<file path="config.mk">
export PLATFORM = sky130hd
export DESIGN_NAME = cpu_fetch
export DESIGN_NICKNAME = d
export VERILOG_FILES = /design/src/rtl/cpu_pkg.sv /design/src/rtl/cpu_next_pc.sv /design/src/rtl/cpu_fetch.sv
export SDC_FILE = /design/constraint.sdc
export NUM_CORES = 1
export LEC_CHECK = 0
export CAP_MARGIN = 20
export CORE_MARGIN = 3
export CORE_UTILIZATION = 50
export CTS_CLUSTER_DIAMETER = 30
export DETAILED_ROUTE_END_ITERATION = 8
export PLACE_DENSITY = 0.84
export SLEW_MARGIN = 20
export SYNTH_ARGS = -nofsm -noshare
export SYNTH_HDL_FRONTEND = slang
export SYNTH_SLANG_ARGS = --single-unit
</file>
<file path="constraint.sdc">
create_clock -name clk -period 6.2 [get_ports clk]
set_input_delay 1.86 -clock clk [delete_from_list [all_inputs] [get_ports clk]]
set_output_delay 1.86 -clock clk [all_outputs]
set_load 0.05 [all_outputs]
</file>
<file path="src/rtl/cpu_pkg.sv">
// Shared CPU definitions: branch condition codes, the reset PC and the fetch sequencer state encoding.
package cpu_pkg;

  localparam logic [2:0] COND_NONE = 3'b000;
  localparam logic [2:0] COND_BEQ  = 3'b001;
  localparam logic [2:0] COND_BNE  = 3'b010;
  localparam logic [2:0] COND_BGEZ = 3'b011;

  localparam logic [31:0] RESET_PC_DEFAULT = 32'h0000_3000;

  typedef enum logic [1:0] {
    ST_IDLE  = 2'd0,
    ST_FETCH = 2'd1,
    ST_EXEC  = 2'd2
  } fetch_state_e;

endpackage

</file>
<file path="src/rtl/cpu_next_pc.sv">
// Next-PC selection: jump beats taken branch, which beats PC+4; purely combinational.
// No state and no handshake; it is evaluated against the instruction currently held in IR.
module cpu_next_pc
  import cpu_pkg::*;
(
  input  logic [31:0] pc,
  input  logic [31:0] ir,
  input  logic        jump,
  input  logic [2:0]  condition,
  input  logic        alu_zero,
  input  logic [31:0] rs_data,
  output logic [31:0] next_pc
);

  logic [31:0] pc4;
  logic [31:0] br_off;
  logic        taken;
  logic        unused_bits;

  always_comb begin
    pc4    = pc + 32'd4;
    br_off = {{14{ir[15]}}, ir[15:0], 2'b00};
    taken  = 1'b0;
    case (condition)
      COND_NONE: taken = 1'b0;
      COND_BEQ:  taken = alu_zero;
      COND_BNE:  taken = !alu_zero;
      COND_BGEZ: taken = !rs_data[31];
      default:   taken = 1'b0;
    endcase

    if (jump) begin
      next_pc = {pc4[31:28], ir[25:0], 2'b00};
    end else if (taken) begin
      next_pc = pc4 + br_off;
    end else begin
      next_pc = pc4;
    end
  end

  // Opcode field and the low rs bits play no part in PC selection.
  assign unused_bits = &{1'b0, ir[31:26], rs_data[30:0]};

endmodule

</file>
<file path="src/rtl/cpu_fetch.sv">
// Fetch sequencer IDLE->FETCH->EXEC: 2 cycles per instruction with zero-wait memory, +1 per memory wait cycle.
// Backpressure: FETCH holds until imem_ack; EXEC holds IR/PC while stall is high and commits on the first unstalled edge.
module cpu_fetch
  import cpu_pkg::*;
#(
  parameter logic [31:0] RESET_PC = RESET_PC_DEFAULT
) (
  input  logic        clk,
  input  logic        rst_n,
  input  logic        Jump,
  input  logic [2:0]  condition,
  input  logic        alu_zero,
  input  logic [31:0] rs_data,
  input  logic        stall,
  output logic        imem_req,
  output logic [31:0] imem_addr,
  input  logic        imem_ack,
  input  logic [31:0] imem_rdata,
  output logic [31:0] IR,
  output logic [31:0] PC,
  output logic        ir_valid,
  output logic [31:0] instr_count
);

  localparam logic [31:0] PC_INIT = {RESET_PC[31:2], 2'b00};

  fetch_state_e state_q, state_d;
  logic [31:0]  pc_q, pc_d;
  logic [31:0]  ir_q, ir_d;
  logic [31:0]  instr_count_q, instr_count_d;
  logic [31:0]  next_pc;

  cpu_next_pc u_next_pc (
    .pc        (pc_q),
    .ir        (ir_q),
    .jump      (Jump),
    .condition (condition),
    .alu_zero  (alu_zero),
    .rs_data   (rs_data),
    .next_pc   (next_pc)
  );

  always_comb begin
    state_d       = state_q;
    pc_d          = pc_q;
    ir_d          = ir_q;
    instr_count_d = instr_count_q;
    case (state_q)
      ST_IDLE: state_d = ST_FETCH;
      ST_FETCH: begin
        if (imem_ack) begin
          state_d = ST_EXEC;
          ir_d    = imem_rdata;
        end
      end
      ST_EXEC: begin
        // Commit edge: decoder/ALU inputs are only consumed here.
        if (!stall) begin
          state_d       = ST_FETCH;
          pc_d          = next_pc;
          instr_count_d = instr_count_q + 32'd1;
        end
      end
      default: state_d = ST_IDLE;
    endcase
  end

  always_ff @(posedge clk or negedge rst_n) begin
    if (!rst_n) begin
      state_q       <= ST_IDLE;
      pc_q          <= PC_INIT;
      ir_q          <= 32'd0;
      instr_count_q <= 32'd0;
    end else begin
      state_q       <= state_d;
      pc_q          <= pc_d;
      ir_q          <= ir_d;
      instr_count_q <= instr_count_d;
    end
  end

  assign imem_req    = (state_q == ST_FETCH);
  assign ir_valid    = (state_q == ST_EXEC);
  assign imem_addr   = pc_q;
  assign PC          = pc_q;
  assign IR          = ir_q;
  assign instr_count = instr_count_q;

endmodule

</file>
==> key figures <==
Status
  • Status: complete, no violations

Worst setup path
  • Worst path buffer plus inverter count: 2
  • Slowest cell on the critical path: nor4_1
  • CP Launch Type: input pin
  • Crit-path cells: clkdlybuf4s50_1 -> nand2b_2 -> buf_4 -> nor4_1 -> and3_1 -> nand4_1 -> nor2_1 -> nand3_1 -> xnor2_1
  • Top delay family on crit path: simple AND/OR/NAND/NOR gates
  • Setup crit end kind: flip-flop
  • Crit path DAT: 4650 ps
  • Top fanout value on the critical path: 59
  • Slowest stage delay, CP: 680 ps
  • Critical path class: input pin to flip-flop
  • Worst Path Required: 6440 ps

Synthesis
  • Number of flops mapped to enable cells by yosys: 0
  • Avg Inst Size Synth: 8.98 µm²
  • Synthesized cell area: 0.00682 mm²
  • Syn Inst Count: 759
  • Synth cell types: 62
  • Seq/Total Area, Yosys: 35.3%
  • Asr flop ratio synth: 100%
  • Synth warnings: 0
  • Synth Flop Type: dfrtp_1
  • Yosys reg bits: 96

Hold path
  • HP Class: flip-flop to flip-flop

STA
  • Setup TNS Final: 0 ps
  • Fin. max-slew vios: 0
  • RSZ-0062 raised after global routing: false
  • Slew @ Worst Pin: 687 ps
  • Period utilisation layout: 71.1%
  • Final hold violations: 0
  • Endpoints failing setup: 0
  • Slew headroom: 53.8%
  • FMAX: 0.227 GHz
  • Post-route clock skew: 8.95 ps
  • Hold Slack: 492 ps
  • Minimum clock period: 4410 ps

Cells and area
  • Fin util: 65.4%
  • Area growth syn-to-layout: 27.6%
  • Post-route cell area: 0.00870 mm²
  • Nets: 998
  • Layout cell share with drive strength beyond 1: 7.86%
  • FILL cells: 1,057
  • Antenna diode count: 0

CTS
  • H-tree Lvls: 3
  • TritonCTS clock tree: done
  • Clock slew at reported path FFs: 70 ps
  • Total CTS buffers: 9
  • Hold-fix buffers, CTS: 0
  • Sink Count: 96
  • Maximum buffer depth of the clock tree: 2
  • Clk_lat worst skew: 360 ps
  • Clock root cell: clkbuf_16
  • Cts repair resizes: 0
  • Setup bufs post-CTS: 0

Pwr
  • Power, Total: 5.46 mW
  • Maximum vdd drop: 0.469 mV
  • PwrDens: 627 mW/mm²
  • Lkg Pwr: 3.79 nW

Routing
  • Vias: 6,111
  • Routed wire length: 18,000 µm
  • Vias per Instance: 5.73
  • Drt wl/cell: 16.9 µm
  • Initial DRC Count: 374
  • Pre-antenna DRT Iters: 5
  • DRC: 0
  • Final ANT Viol Nets: 0

Floorplanning
  • Die area: 0.0151 mm²
  • I/O pin cnt: 203
  • Chip Height: 123 µm
  • Die width: 123 µm
  • Starting density of the core: 51.3%
  • # rows: 42
  • CORE AREA: 0.0133 mm²

Global route
  • First-pass GRT wire length: 29,000 µm
  • Largest net degree at the start of global routing: 60
  • Vias in the first global route: 5,796
  • Initial antenna violation count: 0
  • GRT Resource Usage Total: 24.1%
  • GR Overflow Total: 0

Flow run
  • Number of max-cap violations: 0

Placement
  • Placed cell area: 0.00842 mm²
  • Post-DP HPWL: 13,200 µm
  • RePlAce Congestion: 0.900
  • Port Buffers: 167
-- state kept, by name, summed over array words and instances (netlist names) --
| name | flops |
|---|---|
| instr_count | 32 |
| state_q | 2 |
| IR | 32 |
| PC | 30 |
-- worst paths after layout --
path,slack [ps],depth (start not counted),endpoint,start
min,490,1,instr_count[24]$_DFFE_PN0P_,instr_count[24]$_DFFE_PN0P_
min reg2reg,490,1,instr_count[24]$_DFFE_PN0P_,instr_count[24]$_DFFE_PN0P_
max in group asynchronous,3620,2,PC[11]$_DFFE_PN0P_,rst_n
min in group asynchronous,1480,1,IR[24]$_DFFE_PN0P_,rst_n
max,1790,9,instr_count[31]$_DFFE_PN0P_,stall
max reg2reg,1880,14,PC[22]$_DFFE_PN0P_,PC[4]$_DFFE_PN0P_
-- worst register-to-register path: cells and delay by family (launching register included) --
kind	cells	cell delay, ps
compound gates	7	1890
xor+xnor	2	390
fa+ha+maj	1	330
flops	1	510
simple gates	4	1130
-- cell type report --
class | count | area [µm²] | area share, %
clock buffer | 9 | 225 | 2.59
clock inverter | 7 | 55.1 | 0.633
inverter | 11 | 41.3 | 0.475
multi-input combinational | 594 | 4030 | 46.3
sequential | 96 | 2400 | 27.6
tap | 176 | 220 | 2.53
timing repair buffer | 174 | 1720 | 19.8
-- metal layers --
layer,GRT usage [%],vias to the layer above,share of wire (%)
met4,8.33,0,2.0
met2,40.7,222,50
met1,31.4,2923,42
li1,-,2930,-
met3,3.69,36,6.5
met5,0,-,0
-- logic make-up after synthesis --
kind of cell               count (synthesis)  share of synthesized area [%]
muxes                                     44                           7.05
xor gates and xnor gates                  82                           10.5
and+or+nand+nor                          256                           18.4
adders and majority gates                 39                           7.27
buffers and inverters                     72                           5.84
AOI/OAI and AO/OA                        169                           15.6
other                                      1                         0.0550
DFF                                       96                           35.3
-- where the power goes --
part           internal, mW  switching [mW]
Clock                 0.276           0.263
Combinational          1.42            2.36
Sequential            0.838           0.303
-- through the flow --
| stage | setup WS (ps) | std cells |
|---|---|---|
| 6_report | 1790 | 1067 |
| 5_1_grt | 1390 | 1067 |
| 4_1_cts | 1800 | 1067 |
| 3_5_place_dp | 1450 | 1051 |
| 3_3_place_gp | 1540 | 1051 |
| 2_1_floorplan | 2310 | 762 |
-- cell usage in the layout (no fill, tap or decap), types with 5 or more instances in the layout --
| master | instances |
|---|---|
| xor2_1 | 34 |
| a211oi_1 | 11 |
| o22ai_1 | 5 |
| nor4_1 | 5 |
| o21a_1 | 10 |
| o21ai_0 | 36 |
| ha_1 | 38 |
| nand3_1 | 32 |
| mux2_2 | 32 |
| nor2_1 | 61 |
| xnor2_1 | 48 |
| a31oi_1 | 7 |
| o31ai_1 | 5 |
| buf_4 | 8 |
| nor2b_1 | 6 |
| a21o_1 | 19 |
| dfrtp_1 | 94 |
| nand2_1 | 79 |
| a21oi_1 | 50 |
| clkbuf_16 | 9 |
| clkdlybuf4s50_1 | 166 |
| mux2i_1 | 12 |
| and3_1 | 16 |
| nand4_1 | 16 |
| nor3_1 | 11 |
| inv_1 | 10 |
-- synth_stat cells (2+ instances only) --
cell type | count | area (µm²)
nand3_1 | 32 | 160
and3_1 | 16 | 100
inv_1 | 10 | 37.5
buf_4 | 34 | 255
a21oi_1 | 50 | 250
xor2_1 | 34 | 298
nand4b_1 | 2 | 17.5
dfstp_2 | 2 | 52.6
clkbuf_1 | 24 | 90.1
a31oi_1 | 7 | 43.8
nor4_1 | 5 | 31.3
dfrtp_1 | 94 | 2350
a31o_2 | 2 | 17.5
o211ai_1 | 4 | 30.0
mux2i_1 | 12 | 120
xnor2_1 | 48 | 420
o31ai_1 | 5 | 37.5
a211oi_1 | 11 | 82.6
or3_1 | 4 | 25.0
a211o_1 | 2 | 17.5
o211a_1 | 2 | 20.0
nor3b_1 | 2 | 15.0
nor3_1 | 12 | 60.1
a21boi_0 | 2 | 15.0
buf_1 | 3 | 11.3
a2111oi_0 | 2 | 17.5
and2_1 | 4 | 25.0
o21ai_0 | 36 | 180
mux2_2 | 32 | 360
nand2b_1 | 5 | 31.3
nor2b_1 | 6 | 37.5
a21o_1 | 19 | 143
o21a_1 | 10 | 75.1
ha_1 | 38 | 475
o21ai_1 | 2 | 10.0
and4_1 | 3 | 26.3
nand4_1 | 16 | 100
nand2_1 | 79 | 297
nor2_1 | 61 | 229
o22ai_1 | 5 | 31.3
Power figures use the tool's default switching activity.
